$ cat config.mk
export PLATFORM = sky130hd
export DESIGN_NAME = pipe_sched
export DESIGN_NICKNAME = d
export VERILOG_FILES = /design/src/rtl/pipe_sched.sv
export SDC_FILE = /design/constraint.sdc
export NUM_CORES = 1
export LEC_CHECK = 0
export CAP_MARGIN = 0
export CORE_MARGIN = 2
export CORE_UTILIZATION = 33
export CTS_CLUSTER_DIAMETER = 40
export DETAILED_ROUTE_END_ITERATION = 8
export PLACE_DENSITY = 0.93
export SLEW_MARGIN = 25
export SYNTH_ARGS = -nofsm -noshare
export SYNTH_HDL_FRONTEND = slang
export SYNTH_SLANG_ARGS = --single-unit
$ cat constraint.sdc
create_clock -name clk -period 6.2 [get_ports clk]
set_input_delay 0.93 -clock clk [delete_from_list [all_inputs] [get_ports clk]]
set_output_delay 0.93 -clock clk [all_outputs]
set_load 0.01 [all_outputs]
$ cat src/rtl/pipe_sched.sv
// Round-robin scheduler sharing one fixed-latency, enable-gated pipeline among
// NUM_REQ requesters; a shadow valid/tag chain labels each result with its source.
module pipe_sched #(
   parameter int unsigned NUM_REQ  = 4,
   parameter int unsigned WIDTH    = 16,
   parameter int unsigned LENGTH   = 3,
   parameter int unsigned ID_WIDTH = 2,
   localparam int unsigned OCC_W   = $clog2(LENGTH + 1)
) (
   input  logic                     clk,
   input  logic                     rst,
   input  logic [NUM_REQ-1:0]       req,
   input  logic [NUM_REQ*WIDTH-1:0] req_data,
   output logic [NUM_REQ-1:0]       grant,
   output logic                     pipe_en,
   output logic [WIDTH-1:0]         pipe_in,
   input  logic [WIDTH-1:0]         pipe_out,
   output logic                     out_valid,
   output logic [ID_WIDTH-1:0]      out_id,
   output logic [WIDTH-1:0]         out_data,
   input  logic                     out_ready,
   output logic                     busy,
   output logic [OCC_W-1:0]         occupancy
);

   localparam logic [ID_WIDTH-1:0] LAST_ID = ID_WIDTH'(NUM_REQ - 1);

   logic [LENGTH-1:0]               vld_q, vld_d;
   logic [LENGTH-1:0][ID_WIDTH-1:0] tag_q, tag_d;
   logic [ID_WIDTH-1:0]             rr_q, rr_d;
   logic [OCC_W-1:0]                occ_q, occ_d;

   logic                            found;
   logic [ID_WIDTH-1:0]             win;
   logic                            any_grant;
   logic                            consume;

   // Only a real result waiting on a busy consumer freezes the pipe; bubbles never do.
   assign pipe_en = !(vld_q[LENGTH-1] && !out_ready);
   assign consume = vld_q[LENGTH-1] && out_ready;

   // Rotating priority as two ascending passes: requesters at or above rr_q
   // first, then the wrapped-around ones below it.
   always_comb begin
      found = 1'b0;
      win   = '0;
      for (int unsigned i = 0; i < NUM_REQ; i++) begin
         if (!found && req[i] && (i >= 32'(rr_q))) begin
            found = 1'b1;
            win   = ID_WIDTH'(i);
         end
      end
      for (int unsigned i = 0; i < NUM_REQ; i++) begin
         if (!found && req[i]) begin
            found = 1'b1;
            win   = ID_WIDTH'(i);
         end
      end
   end

   // Grant is also masked while reset is held so nothing is issued into a clearing pipe.
   always_comb begin
      grant   = '0;
      pipe_in = '0;
      if (rst && pipe_en && found) begin
         for (int unsigned i = 0; i < NUM_REQ; i++) begin
            if (ID_WIDTH'(i) == win) begin
               grant[i] = 1'b1;
               pipe_in  = req_data[i*WIDTH +: WIDTH];
            end
         end
      end
   end

   assign any_grant = |grant;

   always_comb begin
      rr_d = rr_q;
      if (any_grant) begin
         rr_d = (win == LAST_ID) ? '0 : win + ID_WIDTH'(1);
      end
   end

   always_comb begin
      vld_d = vld_q;
      tag_d = tag_q;
      if (pipe_en) begin
         vld_d[0] = any_grant;
         tag_d[0] = any_grant ? win : '0;
         for (int unsigned i = 1; i < LENGTH; i++) begin
            vld_d[i] = vld_q[i-1];
            tag_d[i] = tag_q[i-1];
         end
      end
   end

   always_comb begin
      occ_d = occ_q;
      if (any_grant && !consume) begin
         occ_d = occ_q + OCC_W'(1);
      end else if (consume && !any_grant) begin
         occ_d = occ_q - OCC_W'(1);
      end
   end

   always_ff @(posedge clk or negedge rst) begin
      if (!rst) begin
         vld_q <= '0;
         tag_q <= '0;
         rr_q  <= '0;
         occ_q <= '0;
      end else begin
         vld_q <= vld_d;
         tag_q <= tag_d;
         rr_q  <= rr_d;
         occ_q <= occ_d;
      end
   end

   assign out_valid = vld_q[LENGTH-1];
   assign out_id    = tag_q[LENGTH-1];
   assign out_data  = pipe_out;
   assign busy      = (occ_q != '0);
   assign occupancy = occ_q;

endmodule

==> reports/results.env <==
OUTCOME='completed'
GLOBALPLACE.CONGESTION=0.725
CLOCKROOTBUFFER='sky130_fd_sc_hd__clkbuf_8'
YS.WARNINGS.COUNT=0
NUMBER_OF_ANTENNA_VIOLATIONS_AT_THE_FIRST_CHECK_IN_GLOBAL_ROUTING=0
VDD.IR_DROP.WORST_V=0.000205
CELLINTERNALPOWER_W=0.000493
SYNTHFLOPTYPE='sky130_fd_sc_hd__dfrtp_1'
IO_BUFFERS=97
CTS_TREE='built'
TIMING.REG2REG.SETUP_SLACK_NS=3.21
ANTENNA-DIODE-COUNT=0
NETLIST_TOP_CELLS_COUNT='35 x sky130_fd_sc_hd__nand2_1, 18 x sky130_fd_sc_hd__buf_4, 16 x sky130_fd_sc_hd__a21oi_1'
TIMING_WORST_SLEW_PIN_VALUE_NS=0.804
SHARE_SEQ_OF_TOTAL_POWER_PCT=18.5
DRTITER0DRC=106
FMAX_MHz=192
DPL-INSTANCE-AREA_UM2=2200
HOLDPATHSTAGES=1
PLACEDCELLCOUNT=292
CRITICAL_PATH_CLASS='primary input to output port'
OVERFLOW=0
CRITICAL_PATH.STARTPOINT_TYPE='primary input'
SYNTH_EDF_COUNT=0
SYNTHESIS.AREA_UM2=1340
DIE_H_UM=67.8
SYNTH_SEQUENTIAL_AREA_RATIO_PCT=24.2
TIMING.REG2REG.WORST_PATH_DEPTH=11
DIE_WIDTH_UM=67.8
WORST_EP_REQUIRED_TIME_NS=5.27
DESIGN.DIE.AREA_UM2=4600
FIN_WORST_HOLD_SLACK_NS=0.472
SYNTH.AREA.TOP_CELLS='sky130_fd_sc_hd__dfrtp_1 24%, sky130_fd_sc_hd__a221o_1 10%, sky130_fd_sc_hd__buf_4 10%'
DP_HPWL_MM=3.43
TOP_CELL_TYPE_S_SHARE_OF_SYNTHESIZED_AREA_PCT=24.2
REMAINING_DRC_ERRORS=0
IO_COUNT=130
MAXSLEWHEADROOM_PCT=46.4
POSTCTSRESIZEDCELLS=0
FINAL.FILL_COUNT=377
FIRST_GLOBAL_VIAS=1480
MIN-DELAY-START='vld_q[1]$_DFFE_PN0N_'
AREA_GROWTH_PCT=67.3
CLOCK_PATH_BUFFERS=2
CLOCK_TREE.HTREE_LEVEL_COUNT=1
SETUP.WORST_PATH.END_CLASS='output port'
FINAL-SETUP-VIOL-COUNT=0
FINISH.NET_COUNT=339
SYNTH_CELL_TYPES=33
GLOBAL_ROUTE.USAGE.TOTAL_PCT=19.3
WIRE_LENGTH_OF_THE_FIRST_GLOBAL_ROUTING_PASS_MM=6.72
LAYOUTNONFILLERINSTCOUNT=296
P_SW_W=0.000357
CAP_VIOL_MAX_COUNT=0
REG2REG_CAPTURE_POINT='occupancy[1]$_DFFE_PN0P_'
CTS.REPORTEDPATHS.CLKPINSLEW_NS=0.05
LAYOUT_WORST_PATH_CYCLE_SHARE_PCT=84.2
POWER.DENSITY_CELL_AREA_nW_PER_UM2=378
SYNTH_ASYNC_SR_FLOP_SHARE_PCT=100
CLOCK-SKEW-FINAL_NS=0.00305
FIRSTDRTPASSITERS=4
MULTI_INPUT_COMB_AREA_UM2=803
POST-CTS-SETUP-BUFFERS=0
TIMING_MAX_TRANSITION_VIOLATIONS_FINAL=0
HOLD_BUFFER_COUNT_AT_CTS=0
SYNTH_MOST_COMMON_CELL='sky130_fd_sc_hd__nand2_1'
POWER_LEAKAGE_nW=0.885
MAXIMUM_NUMBER_OF_PINS_ON_ONE_NET_BEFORE_GLOBAL_ROUTE_REPAIR=23
CLKSINKCOUNT=13
WORSTPATHARRIVAL_NS=4.29
POSTSYNTHREGISTERBITS=13
YOSYS.AREA.TOP_TYPE='sky130_fd_sc_hd__dfrtp_1'
SYNTH_CELLS=173
ROUTED-VIA-COUNT=1539
CLK_PWR_SHARE_PCT=8.8
FLOORPLAN.INITIALDENSITY_PCT=33.8
POST_SYNTH.CELL_AREA_AVG_UM2=7.77
DESIGN_AREA_UM2=2250
RSZ0062_AT_GRT='false'
HOLD_VIOL_FINAL=0
POST_SYNTHESIS_NET_COUNT=265
CRITICAL_PATH_PEAK_FANOUT=18
AGGREGATE_ROUTED_WIRE_LENGTH_MM=4.47
TIMING.RR.START='rr_q[0]$_DFFE_PN0P_'
NUMCTSBUFFERS=3
FINAL_PERIOD_MINUS_WORST_SETUP_SLACK_NS=5.22
AVGVIACOUNTPERCELL=5.20
POSTROUTEANTENNANETS=0
FINAL_CORE_UTILIZATION_PCT=56.6
CLOCK_INSERTION_DELAY_WORST_SKEW_NS=0.24
FINAL_LAYOUT_SIZE_SUFFIX_GT1_SHARE_PCT=5.28
ROUTED_WIRE_LENGTH_PER_INSTANCE_UM=15.1
NETSWITCHINGFRACTION_PCT=42.0
COMB_POWER_SHARE_PCT=72.7
FLOORPLAN.ROWS=23
SETUP_TNS_NS=0
FP.COREAREA_UM2=3970
HOLDPATHEND='vld_q[2]$_DFFE_PN0N_'
WORSTHOLDPATHTYPE='flip-flop to flip-flop'
LAYOUT.AREA.SEQ_UM2=325
-- power by group through the flow --
stage	logic [W]	registers, W	clock network, W
after global placement	0.000604	0.000154	0
after global routing	0.000682	0.000164	0.0000799
after detailed placement	0.000620	0.000158	0
after floorplan	0.000394	0.000153	0
after CTS	0.000623	0.000158	0.0000771
final	0.000618	0.000157	0.0000745
-- placed cells by master, fill, tap and decap left out, drive strengths merged, types with 4 or more instances in the layout --
master and instances:
a21oi 16, o211ai 14, ha 5, clkdlybuf4s50 97, dfrtp 13, inv 5
clkbuf 4, a221o 14, nor2 10, nand2 35, nor2b 6
-- metrics by stage --
step | power [W] | setup WS, ns
after floorplan | 0.000547 | 2.61
after global placement | 0.000758 | 1.07
after detailed placement | 0.000778 | 0.975
after CTS | 0.000858 | 0.963
after global routing | 0.000925 | 0.636
final | 0.000850 | 0.979
-- routing by layer --
| layer | part of all wire (%) | track usage (%) |
|---|---|---|
| met5 | 0 | 0 |
| met4 | 0.90 | 7.50 |
| met3 | 6.8 | 2.47 |
| met2 | 54 | 34.9 |
| met1 | 38 | 23.2 |
-- layout make-up --
cell class              instances  area share, %
inverters                       7           1.17
repair buffers                 99           43.9
clock buffers                   4           2.00
well taps                      50           2.78
flip-flops and latches         13           14.5
multi-input cells             123           35.7
-- cell families after synthesis --
kind of cell             count (synthesis)  synth area share [%]
adder cells (fa/ha/maj)                  5                  4.66
flip-flops                              13                  24.2
AO/OA/AOI/OAI                           55                  30.1
AND/OR/NAND/NOR                         58                  20.9
XOR/XNOR                                 3                  1.96
multiplexers                             2                  2.23
buffers and inverters                   37                  16.0
-- critical path, cell delays in order --
cell and delay [ns]:
sky130_fd_sc_hd__clkdlybuf4s50_1 0.49, sky130_fd_sc_hd__nor2b_1 0.18, sky130_fd_sc_hd__nand2_1 0.08, sky130_fd_sc_hd__a2bb2oi_1 0.31, sky130_fd_sc_hd__ha_1 0.69, sky130_fd_sc_hd__clkinv_1 0.63
sky130_fd_sc_hd__o21a_1 0.26, sky130_fd_sc_hd__a22oi_1 0.16, sky130_fd_sc_hd__nor2_1 0.06, sky130_fd_sc_hd__clkdlybuf4s50_1 0.50
-- worst max path at each step --
stage / to / slack (ns) / start / cells past startpoint
4_1_cts: pipe_in[7] / 0.96 / req[2] / 10
3_3_place_gp: pipe_in[7] / 1.07 / req[2] / 10
3_5_place_dp: pipe_in[7] / 0.97 / req[0] / 11
2_1_floorplan: pipe_in[14] / 2.61 / req[2] / 10
6_report: pipe_in[7] / 0.98 / req[2] / 10
5_1_grt: pipe_in[6] / 0.64 / req[0] / 11
-- state kept, by name (all words and copies together), names as in the netlist --
name       flops
occupancy      2
out_id         2
rr_q           2
tag_q          4
vld_q          3
Power figures use the tool's default switching activity.
